File: config.mk
export PLATFORM = sky130hd
export DESIGN_NAME = sync_barrier_sched_flat
export DESIGN_NICKNAME = d
export VERILOG_FILES = /design/src/rtl/sync_barrier_sched_if.sv /design/src/rtl/sync_barrier_sched.sv /design/src/flat_wrapper.sv
export SDC_FILE = /design/constraint.sdc
export NUM_CORES = 1
export LEC_CHECK = 0
export BUFFER_PORTS_ARGS = -buffer_cell sky130_fd_sc_hd__buf_2
export CELL_PAD_IN_SITES_DETAIL_PLACEMENT = 1
export CELL_PAD_IN_SITES_GLOBAL_PLACEMENT = 1
export CORE_MARGIN = 8
export CORE_UTILIZATION = 45
export DETAILED_ROUTE_END_ITERATION = 8
export GPL_TIMING_DRIVEN = 0
export PLACE_DENSITY_LB_ADDON = 0.25
export REMOVE_ABC_BUFFERS = 1
export SYNTH_ARGS = -nofsm -noshare
export SYNTH_HDL_FRONTEND = slang
export SYNTH_SLANG_ARGS = --single-unit
export TNS_END_PERCENT = 1
File: constraint.sdc
create_clock -name clk -period 6.5 [get_ports clk]
set_clock_uncertainty 0.2 [all_clocks]
set_input_delay 0 -clock clk [delete_from_list [all_inputs] [get_ports clk]]
set_output_delay 0 -clock clk [all_outputs]
set_load 0.05 [all_outputs]
File: src/rtl/sync_barrier_sched_if.sv
// rtl/sync_barrier_sched_if.sv - configuration, node and collector signals of the barrier scheduler
// slave is the scheduler side; master is the side driving configuration, node requests and collector responses.
interface sync_barrier_sched_if #(
  parameter int NODE_NUM = 12,
  parameter int ID_W     = 4
);
  logic                cfg_valid;
  logic                cfg_ready;
  logic [NODE_NUM-1:0] cfg_target;
  logic [NODE_NUM-1:0] node_req;
  logic [NODE_NUM-1:0] node_release;
  logic                sync_init;
  logic [NODE_NUM-1:0] sync_target;
  logic                sync_req;
  logic [ID_W-1:0]     sync_node_id;
  logic                sync_gnt;
  logic                sync_hit;
  logic                busy;
  logic                timeout_err;

  modport slave (
    input  cfg_valid, cfg_target, node_req, sync_gnt, sync_hit,
    output cfg_ready, node_release, sync_init, sync_target, sync_req,
           sync_node_id, busy, timeout_err
  );

  modport master (
    output cfg_valid, cfg_target, node_req, sync_gnt, sync_hit,
    input  cfg_ready, node_release, sync_init, sync_target, sync_req,
           sync_node_id, busy, timeout_err
  );
endinterface

File: src/rtl/sync_barrier_sched.sv
// rtl/sync_barrier_sched.sv - round-robin barrier scheduler in front of the dnoc sync collector
// Optional COLLECT timeout is built only when SYNC_TIMEOUT_EN is defined.
module sync_barrier_sched #(
  parameter int NODE_NUM    = 12,
  parameter int ID_W        = 4,
  parameter int TIMEOUT_CYC = 1024
) (
  input logic                  clk,
  input logic                  rst_n,
  sync_barrier_sched_if.slave  bus
);

  if ((2 ** ID_W) < NODE_NUM) begin : g_bad_id_w
    $error("ID_W too narrow for NODE_NUM");
  end
  if ((TIMEOUT_CYC < 1) || (TIMEOUT_CYC > 65535)) begin : g_bad_timeout
    $error("TIMEOUT_CYC out of range");
  end

  typedef enum logic [1:0] {IDLE, INIT, COLLECT, RELEASE} state_t;

  state_t              state;
  state_t              state_nxt;
  logic [NODE_NUM-1:0] target_reg;
  logic [NODE_NUM-1:0] sent;
  logic [NODE_NUM-1:0] pending;
  logic [NODE_NUM-1:0] release_q;
  logic [ID_W-1:0]     ptr;
  logic [ID_W-1:0]     ptr_nxt;
  logic [ID_W-1:0]     last_id;
  logic [ID_W-1:0]     grant_idx;
  logic                grant_found;
  logic                accept;
  logic                issue;
  logic                timeout_fire;
  logic                to_release;
  logic                cfg_ready_c;
  logic                busy_c;
  logic                sync_init_c;
  logic                sync_req_c;
  logic [ID_W-1:0]     node_id_c;

  assign accept  = (state == IDLE) && bus.cfg_valid && (|bus.cfg_target);
  assign pending = bus.node_req & target_reg & ~sent;

  // Round-robin search: first pending bit at or above ptr, wrapping past NODE_NUM-1.
  always_comb begin
    int j;
    j           = 0;
    grant_found = 1'b0;
    grant_idx   = '0;
    for (int i = 0; i < NODE_NUM; i++) begin
      j = int'(ptr) + i;
      if (j >= NODE_NUM) j = j - NODE_NUM;
      if (!grant_found && pending[ID_W'(j)]) begin
        grant_found = 1'b1;
        grant_idx   = ID_W'(j);
      end
    end
  end

  assign ptr_nxt = (grant_idx == ID_W'(NODE_NUM - 1)) ? '0 : grant_idx + ID_W'(1);

  // A collector hit wins over any request in the same cycle.
  assign issue = (state == COLLECT) && bus.sync_gnt && grant_found && !bus.sync_hit;

`ifdef SYNC_TIMEOUT_EN
  logic [15:0] idle_cnt;
  logic        timeout_err_q;

  assign timeout_fire = (state == COLLECT) && !bus.sync_hit && !issue &&
                        (idle_cnt == 16'(TIMEOUT_CYC - 1));

  always_ff @(posedge clk or negedge rst_n) begin
    if (!rst_n) begin
      idle_cnt      <= '0;
      timeout_err_q <= 1'b0;
    end else begin
      if (state == INIT || issue) begin
        idle_cnt <= '0;
      end else if (state == COLLECT) begin
        idle_cnt <= idle_cnt + 16'd1;
      end
      if (accept) begin
        timeout_err_q <= 1'b0;
      end else if (timeout_fire) begin
        timeout_err_q <= 1'b1;
      end
    end
  end

  assign bus.timeout_err = timeout_err_q;
`else
  assign timeout_fire    = 1'b0;
  assign bus.timeout_err = 1'b0;
`endif

  assign to_release = (state == COLLECT) && (bus.sync_hit || timeout_fire);

  always_ff @(posedge clk or negedge rst_n) begin
    if (!rst_n) begin
      state <= IDLE;
    end else begin
      state <= state_nxt;
    end
  end

  always_comb begin
    state_nxt = state;
    case (state)
      IDLE:    if (accept) state_nxt = INIT;
      INIT:    state_nxt = COLLECT;
      COLLECT: if (to_release) state_nxt = RELEASE;
      RELEASE: state_nxt = IDLE;
      default: state_nxt = IDLE;
    endcase
  end

  always_comb begin
    cfg_ready_c = (state == IDLE);
    busy_c      = (state != IDLE);
    sync_init_c = (state == INIT);
    sync_req_c  = issue;
    node_id_c   = issue ? grant_idx : last_id;
  end

  always_ff @(posedge clk or negedge rst_n) begin
    if (!rst_n) begin
      target_reg <= '0;
      sent       <= '0;
      ptr        <= '0;
      last_id    <= '0;
      release_q  <= '0;
    end else begin
      if (accept) begin
        target_reg <= bus.cfg_target;
        sent       <= '0;
      end else if (state == RELEASE) begin
        sent <= '0;
      end else if (issue) begin
        sent[grant_idx] <= 1'b1;
      end
      if (issue) begin
        ptr     <= ptr_nxt;
        last_id <= grant_idx;
      end
      // Registered so the release lands one cycle after the hit, during RELEASE.
      release_q <= to_release ? target_reg : '0;
    end
  end

  assign bus.cfg_ready    = cfg_ready_c;
  assign bus.busy         = busy_c;
  assign bus.sync_init    = sync_init_c;
  assign bus.sync_req     = sync_req_c;
  assign bus.sync_node_id = node_id_c;
  assign bus.sync_target  = target_reg;
  assign bus.node_release = release_q;

endmodule
File: src/flat_wrapper.sv
// flat-port wrapper written by rule: the top's interface ports become plain ports
module sync_barrier_sched_flat 
#(
  parameter int NODE_NUM    = 12,
  parameter int ID_W        = 4,
  parameter int TIMEOUT_CYC = 1024
)
  (clk, rst_n, bus_cfg_valid, bus_cfg_target, bus_node_req, bus_sync_gnt, bus_sync_hit, bus_cfg_ready, bus_node_release, bus_sync_init, bus_sync_target, bus_sync_req, bus_sync_node_id, bus_busy, bus_timeout_err);
  sync_barrier_sched_if #(.NODE_NUM(NODE_NUM), .ID_W(ID_W)) bus_i ();
  input logic clk;
  input logic rst_n;
  input wire logic [$bits(bus_i.cfg_valid)-1:0] bus_cfg_valid;
  input wire logic [$bits(bus_i.cfg_target)-1:0] bus_cfg_target;
  input wire logic [$bits(bus_i.node_req)-1:0] bus_node_req;
  input wire logic [$bits(bus_i.sync_gnt)-1:0] bus_sync_gnt;
  input wire logic [$bits(bus_i.sync_hit)-1:0] bus_sync_hit;
  output wire logic [$bits(bus_i.cfg_ready)-1:0] bus_cfg_ready;
  output wire logic [$bits(bus_i.node_release)-1:0] bus_node_release;
  output wire logic [$bits(bus_i.sync_init)-1:0] bus_sync_init;
  output wire logic [$bits(bus_i.sync_target)-1:0] bus_sync_target;
  output wire logic [$bits(bus_i.sync_req)-1:0] bus_sync_req;
  output wire logic [$bits(bus_i.sync_node_id)-1:0] bus_sync_node_id;
  output wire logic [$bits(bus_i.busy)-1:0] bus_busy;
  output wire logic [$bits(bus_i.timeout_err)-1:0] bus_timeout_err;
  assign bus_i.cfg_valid = bus_cfg_valid;
  assign bus_i.cfg_target = bus_cfg_target;
  assign bus_i.node_req = bus_node_req;
  assign bus_i.sync_gnt = bus_sync_gnt;
  assign bus_i.sync_hit = bus_sync_hit;
  assign bus_cfg_ready = bus_i.cfg_ready;
  assign bus_node_release = bus_i.node_release;
  assign bus_sync_init = bus_i.sync_init;
  assign bus_sync_target = bus_i.sync_target;
  assign bus_sync_req = bus_i.sync_req;
  assign bus_sync_node_id = bus_i.sync_node_id;
  assign bus_busy = bus_i.busy;
  assign bus_timeout_err = bus_i.timeout_err;
  sync_barrier_sched #(.NODE_NUM(NODE_NUM), .ID_W(ID_W), .TIMEOUT_CYC(TIMEOUT_CYC)) u_core (.clk(clk), .rst_n(rst_n), .bus(bus_i));
endmodule
; After elaboration in Yosys (flattened, before gate mapping)
; Cells that the tools add are included.
[classes]
n_addsub = 24
n_lt_le_gt_ge = 26
eq_ne = 6
muxes = 83
bitwise_logic = 4
n_reduce_logical = 35
[op_table]
columns = operator, n
row1 = 2-to-1 mux 4 bit, 26
row2 = less-than comparator 4 x 6 -> 1 bit (second input constant), 12
row3 = greater-or-equal comparator 5 x 4 -> 1 bit (second input constant), 11
row4 = binary-select mux 1 bit (select 4 bit), 12
row5 = 2-to-1 mux 12 bit, 4
row6 = subtractor 4 x 3 -> 4 bit (second input constant), 11
row7 = 2-to-1 mux 1 bit, 37
row8 = bitwise AND 12 bit, 2
row9 = adder 4 x 3 -> 5 bit (second input constant), 4
row10 = adder 4 x 4 -> 5 bit (second input constant), 4
row11 = logical AND 1 bit, 18
row12 = logical NOT 1 bit, 12
row13 = NOT 12 bit, 1
row14 = OR 12 bit, 1
row15 = OR reduction 12 bit, 1
row16 = adder 4 x 2 -> 5 bit (second input constant), 2
row17 = case mux 2 bit (4 select lines), 1
row18 = adder 4 x 1 -> 5 bit (second input constant), 1
row19 = less-than comparator 4 x 5 -> 1 bit (second input constant), 1
row20 = adder 4 x 1 -> 4 bit (second input constant), 1
row21 = demux 1 bit (select 4 bit), 1
row22 = == test 2 bit (second input constant), 2
row23 = == test 4 bit (second input constant), 1
row24 = greater-or-equal comparator 4 x 1 -> 1 bit (second input constant), 1
row25 = other kinds (9), 11
[word_totals]
regBits = 46
inputBits = 29
elab_cells = 184

; Longest topological paths before layout
; Gate-level depths: netlist of run 1.
[depth]
word_depth = 47
mapped_depth = 23

; Worst setup path before layout of run 1
; Ideal clock, no wire load.
[synth_timing]
path_kind = reg-to-reg
from = reg u_core.ptr[2]
to = reg u_core.last_id[0]
t_arrival_ns = 4.907
required_time_ns = 6.051
slack_ns = 1.144
stages_incl_launch_ff = 16
path_buffers = 2
period_less_slack_ns = 5.356
path_cell_list = dfrtp_1 > buf_4 > clkinv_1 > ha_1 > a21oi_1 > xnor2_1 > ha_1 > o21a_1 > or2_2 > o21a_1 > nor2_1 > mux2_2 > and4b_4 > a41oi_2 > clkbuf_1 > o21ai_0
[synth_via]
elab_chain_cells = 42
[synth_lines]
columns = element, line_no
row1 = "start, declared", sync_barrier_sched.sv:28  ; logic [ID_W-1:0] ptr;
row2 = "start signal, assigned", sync_barrier_sched.sv:144  ; ptr <= ptr_nxt;
row3 = branches (longest 38 deep; another with adder 4 x 1 -> 5 bit), -
row4 = 2-to-1 mux 1 bit *, sync_barrier_sched.sv:55  ; if (!grant_found && pending[ID_W'(j)]) begin
row5 = logical AND 1 bit * (2 in a row), sync_barrier_sched.sv:65  ; assign issue = (state == COLLECT) && bus.sync_gnt && grant_found && !bus.sync_hit;
row6 = net bus_sync_req, flat_wrapper.sv:21  ; output wire logic [$bits(bus_i.sync_req)-1:0] bus_sync_req;
row7 = 2-to-1 mux 4 bit *, -
row8 = net bus_sync_node_id[0], flat_wrapper.sv:22  ; output wire logic [$bits(bus_i.sync_node_id)-1:0] bus_sync_node_id;
row9 = "end signal, assigned", sync_barrier_sched.sv:145  ; last_id <= grant_idx;
row10 = "end, declared", sync_barrier_sched.sv:30  ; logic [ID_W-1:0] last_id;
; Mark *: on every way through the listed nets, which the timed path passes. The select of a mux whose other input is x is not followed.
; A chain may end at the register's enable or synchronous reset.

; Final worst setup path of run 1
[layout_timing]
from = reg u_core.ptr[2]
to = out bus_sync_node_id[2]
[layout_via]
elab_chain_cells = 42
[layout_lines]
columns = element, line_no
row1 = branches (longest 41 deep; another with adder 4 x 1 -> 5 bit), -
row2 = 2-to-1 mux 4 bit *, sync_barrier_sched.sv:124  ; node_id_c = issue ? grant_idx : last_id;
row3 = "end, declared", flat_wrapper.sv:22
; Mark *: on every way between the ends. The select of a mux whose other input is x is not followed.

==> flow_summary_export.csv, run 1 <==
group,metric,value,unit
setup_path,reg2reg_to,"u_core.sent[3]",
setup_path,worst_r2r_path_depth,21,
min_path,min_from,"bus_cfg_valid",
synthesis,yosys_warnings,0,
synthesis,synth-seq-area-share,25.5,%
clock_tree,cts-buffers-inserted,5,
synthesis,syn_inst,496,
setup_path,r2r_setup_slack,470,ps
clock_tree,cts.htree.levels,2,
timing,relSlewSlack,30.5,%
synthesis,synth_area_per_cell,9.09,um2
setup_path,cp.arrival,5850,ps
clock_tree,cts_setup_buffers,0,
grt,grt_max_degree,47,
route,drc,0,
synthesis,async_flop_share,100,%
final_layout,nets,614,
min_path,hp-class,"in2reg",
grt,antenna_found_initial,1,
synthesis,synth_area,0.00451,mm2
setup_path,critPathRequiredTime,6300,ps
outcome,outcome,"finished clean",
final_layout,finalInstanceArea,0.00509,mm2
setup_path,cp_max_fo,15,
setup_path,crit_path_end_kind,"output port",
route,routed_wl,15700,um
run,drv_cap,0,
floorplanning,dieHeight,116,um
setup_path,cp-startpoint,"u_core.ptr[2]",
route,drt_iter0_drc,270,
clock_tree,clock_sinks,46,
min_path,hold_depth,4,
clock_tree,clkSlewWorstSetupHoldPaths,110,ps
timing,finalSetupViolCount,0,
clock_tree,clk_latency,330,ps
floorplanning,start_util,46.3,%
route,ant_nets,0,
timing,worstMarginPinSlew,1040,ps
final_layout,layout_commonest_cell,"buf_2",
synthesis,ys_seq_elements,46,
setup_path,crit-reg2reg-launch,"u_core.ptr[2]",
timing,maxSlewViolCount,0,
synthesis,ys_types,89,
timing,final-hold-violation-count,0,
final_layout,syn2layout_area_growth,12.9,%
route,dr.pass1.iters,5,
synthesis,synth_flop_cell,"dfrtp_1",
timing,rsz0062_at_grt,"no",
floorplanning,ios,62,
final_layout,utilization,52.3,%
timing,finalSetupTns,0,ps
floorplanning,coreArea,0.00973,mm2
route,wl_per_cell,22.7,um
final_layout,final_cell_mix,"buf_2 (60), dfrtp_1 (45), nor2_1 (36), ha_1 (31), a21oi_1 (30)",
placed_design,place_hpwl,11600,um
min_path,hold_path_end,"u_core.bus.sync_target[8]",
floorplanning,rows,36,
clock_tree,cts_root_buffer,"clkbuf_8",
setup_path,cp_slowest_stage_delay,890,ps
route,vias_per_cell,6.15,
clock_tree,cts_tree,"done",
timing,period_minus_slack,6050,ps
timing,fin_crit_sh,93.1,%
floorplanning,dieArea,0.0135,mm2
setup_path,crit_family,"compound AO/OA/AOI/OAI gates",
floorplanning,die_w,116,um
route,vias,4236,
setup_path,crit_path_start_kind,"register",
timing,clock.fmax,165,MHz
grt,grt_use_total,24.0,%
grt,grt_pass1_wl,24900,um
setup_path,path_class,"reg2out",
final_layout,layout-drive-gt1-share,23.6,%
placed_design,place_congestion,0.917,
grt,first_global_vias,4612,
setup_path,worst-path-buf-inv,3,
synthesis,synth_enable_flop_cells,0,
grt,grt_overflow,0,
setup_path,slowest_stage,"dfrtp_1",
placed_design,place_area,0.00484,mm2
clock_tree,clock_path_buffers,2,
setup_path,critical_path.cell_chain,"clkinvlp_4 > ha_1 > a21boi_1 > xnor2_1 > inv_1 > ha_1 > a21oi_1 > a31oi_1 > a21oi_1 > mux2_2 > a211oi_2 > and4b_4 > and2_4 > nand3b_1 > o21a_1 > and2_4 > mux2i_1 > buf_2",
placed_design,io_buffer_count,60,
[timing repair]
action                     in CTS  in global routing
hold buffers                   14                  0
hold endpoints to repair       70                  0
gates resized for setup         0                  2
setup endpoints to repair       0                  3
[per-stage QoR]
step	worst slack [ps]	instances	hold slack (ps)
2_1_floorplan	589	473	-496
3_3_place_gp	598	666	23.3
3_5_place_dp	442	666	36.6
4_1_cts	354	688	131
5_1_grt	90.2	689	133
6_report	446	689	111
[synthesized netlist by cell type, types with 6 or more instances]
| library cell | n | area share [%] |
|---|---|---|
| buf_2 | 7 | 0.78 |
| nand2b_1 | 11 | 1.5 |
| and3b_1 | 13 | 2.5 |
| dfrtp_1 | 46 | 26 |
| clkbuf_1 | 7 | 0.58 |
| nand2_1 | 25 | 2.1 |
| a21oi_1 | 30 | 3.3 |
| inv_1 | 15 | 1.2 |
| o21ai_0 | 19 | 2.1 |
| nor2_1 | 36 | 3.0 |
| mux2i_1 | 6 | 1.3 |
| o211ai_1 | 9 | 1.5 |
| mux4_2 | 6 | 3.0 |
| a21o_1 | 8 | 1.3 |
| ha_1 | 31 | 8.6 |
| o22ai_1 | 9 | 1.2 |
| o21a_1 | 12 | 2.0 |
| nand3_1 | 8 | 0.89 |
| a31oi_1 | 13 | 1.8 |
| nand3b_1 | 15 | 2.5 |
| and3_1 | 16 | 2.2 |
| xnor2_1 | 9 | 1.7 |
| mux2_2 | 20 | 5.0 |
[sequential cells by signal (all words and copies together) (netlist names)]
register and flops:
u_core.bus.node_release 12, u_core.bus.sync_target 12, u_core.sent 12, u_core.last_id 4, u_core.ptr 4, u_core.state 2
[worst max path at each step]
stage,to,slack (ps),cells past startpoint
finish,bus_sync_node_id[2],450,18
floorplan,u_core.last_id[0],590,13
global route,bus_sync_node_id[0],90,15
detailed placement,u_core.sent[3],440,21
CTS,bus_sync_node_id[2],350,18
global placement,u_core.sent[3],600,20
[logic make-up after synthesis]
group | Yosys count | synth area share, %
simple gates | 174 | 23.5
compound gates | 155 | 25.2
flops | 46 | 25.5
buf+inv | 45 | 4.75
mux | 32 | 9.33
fa+ha+maj | 31 | 8.60
xor+xnor | 12 | 3.08
other cells | 1 | 0.0832
[tightest hold or removal path, cell delays in order]
cell and delay, ps:
buf_2 100, nand2_1 90, a31oi_2 160, mux2_2 270
[layer usage]
metal  GRT usage [%]  up-vias  share of wire, %
li1                -     1999                 -
met1            29.3     2093                43
met2            41.2      117                50
met3            3.41       27               4.1
met4            10.8        0               3.0
met5               0        -                 0
[cell type report]
| type | instances | area [um2] |
|---|---|---|
| Fill cell | 1181 | 4640 |
| Multi-Input combinational cell | 405 | 3150 |
| Sequential cell | 46 | 1150 |
| Timing Repair Buffer | 74 | 440 |
| Tap cell | 133 | 166 |
| Inverter | 22 | 87.6 |
| Clock buffer | 5 | 68.8 |
| Clock inverter | 3 | 21.3 |
| Antenna cell | 1 | 2.50 |
Power of run 1 is left out: the tool's default activity adds up to more than one toggle a clock period on the data nets, which glitch-free logic cannot reach.
==> inputs of run 2 (changes only) <==
==> constraint.sdc (replaced) <==
create_clock -name clk -period 6.6 [get_ports clk]
set_clock_uncertainty 0.2 [all_clocks]
set_input_delay 0 -clock clk [delete_from_list [all_inputs] [get_ports clk]]
set_output_delay 0 -clock clk [all_outputs]
set_load 0.05 [all_outputs]
==> flow_summary_export.csv, run 2 (same netlist as run 1, synthesis figures left out) <==
group,metric,value,unit
outcome,outcome,"finished clean",
clock_tree,cts_root_buffer,"clkbuf_8",
floorplanning,ios,62,
grt,grt_max_degree,47,
timing,relSlewSlack,16.1,%
floorplanning,dieArea,0.0135,mm2
timing,clock.fmax,161,MHz
timing,final-hold-violation-count,0,
route,drc,0,
setup_path,cp_max_fo,15,
final_layout,layout-drive-gt1-share,23.2,%
run,drv_cap,0,
grt,grt_pass1_wl,24900,um
setup_path,crit_path_start_kind,"register",
floorplanning,start_util,46.3,%
grt,antenna_found_initial,1,
floorplanning,dieHeight,116,um
clock_tree,cts-buffers-inserted,5,
grt,grt_use_total,24.0,%
setup_path,slowest_stage,"dfrtp_1",
clock_tree,clkSlewWorstSetupHoldPaths,110,ps
placed_design,place_hpwl,11600,um
floorplanning,coreArea,0.00973,mm2
timing,finalSetupViolCount,0,
setup_path,crit_path_end_kind,"output port",
setup_path,cp_slowest_stage_delay,860,ps
placed_design,place_congestion,0.917,
final_layout,syn2layout_area_growth,12.8,%
timing,rsz0062_at_grt,"no",
setup_path,path_class,"reg2out",
final_layout,final_cell_mix,"buf_2 (60), dfrtp_1 (46), nor2_1 (36), ha_1 (31), a21oi_1 (30)",
route,drt_iter0_drc,270,
route,dr.pass1.iters,5,
timing,maxSlewViolCount,0,
setup_path,critical_path.cell_chain,"clkinv_1 > ha_1 > a21boi_1 > xnor2_1 > inv_1 > ha_1 > a21oi_1 > a31oi_1 > a21oi_1 > mux2_2 > a211oi_2 > and4b_4 > and2_4 > nand3b_1 > o21a_1 > and2_4 > mux2i_1 > buf_2",
floorplanning,die_w,116,um
setup_path,cp.arrival,6020,ps
min_path,hp-class,"in2reg",
final_layout,nets,614,
grt,first_global_vias,4612,
clock_tree,ctsResizeCount,0,
timing,finalSetupTns,0,ps
floorplanning,rows,36,
clock_tree,cts_tree,"done",
timing,fin_crit_sh,94.3,%
timing,period_minus_slack,6220,ps
setup_path,critPathRequiredTime,6400,ps
setup_path,worst-path-buf-inv,3,
clock_tree,postCtsHoldBufs,14,
route,routed_wl,15700,um
clock_tree,clock_path_buffers,2,
route,ant_nets,0,
clock_tree,clock_sinks,46,
clock_tree,cts_setup_buffers,0,
route,wl_per_cell,22.7,um
clock_tree,cts.htree.levels,2,
grt,grt_overflow,0,
setup_path,crit_family,"compound AO/OA/AOI/OAI gates",
route,vias_per_cell,6.15,
final_layout,layout_commonest_cell,"buf_2",
route,vias,4236,
clock_tree,clk_latency,330,ps
placed_design,io_buffer_count,60,
timing,worstMarginPinSlew,1260,ps
## run 2: stage by stage
step / setup slack (ps) / instances / util (%) / hold slack [ps] / cell area, um2
floorplan: 689 / 473 / - / -496 / 4380
global placement: 698 / 666 / 49.8 / 23.3 / 4840
detailed placement: 542 / 666 / 49.8 / 36.6 / 4840
CTS: 454 / 688 / 52.2 / 131 / 5070
global route: 50.1 / 689 / 52.3 / 133 / 5080
finish: 378 / 689 / 52.3 / 111 / 5080
## run 2: layout make-up
| class | instances | area [um2] |
|---|---|---|
| Antenna cell | 1 | 2.50 |
| Clock buffer | 5 | 68.8 |
| Clock inverter | 3 | 21.3 |
| Fill cell | 1182 | 4650 |
| Inverter | 22 | 83.8 |
| Multi-Input combinational cell | 405 | 3150 |
| Sequential cell | 46 | 1150 |
| Tap cell | 133 | 166 |
| Timing Repair Buffer | 74 | 440 |
## run 2: path summary, 6_finish.rpt
kind / start / to / slack, ps / cells after the start
setup / recovery: u_core.ptr[2] / bus_sync_node_id[2] / 380 / 18
hold reg to reg: u_core.last_id[3] / u_core.last_id[3] / 310 / 1
min in group asynchronous: rst_n / u_core.bus.sync_target[4] / 180 / 2
hold / removal: bus_cfg_valid / u_core.bus.sync_target[8] / 110 / 4
setup reg to reg: u_core.ptr[2] / u_core.sent[3] / 410 / 21
max in group asynchronous: rst_n / u_core.ptr[0] / 5350 / 2
## run 2: tightest hold or removal path, cell delays in order
cell and delay (ps):
buf_2 100, nand2_1 90, a31oi_2 160, mux2_2 270
## run 2: per-layer routing
metal,GRT usage (%),routed length [um]
met2,41.2,7810
met4,10.8,467
met5,0,0
met3,3.41,640
met1,29.3,6730
Power of run 2 is left out for the same reason.
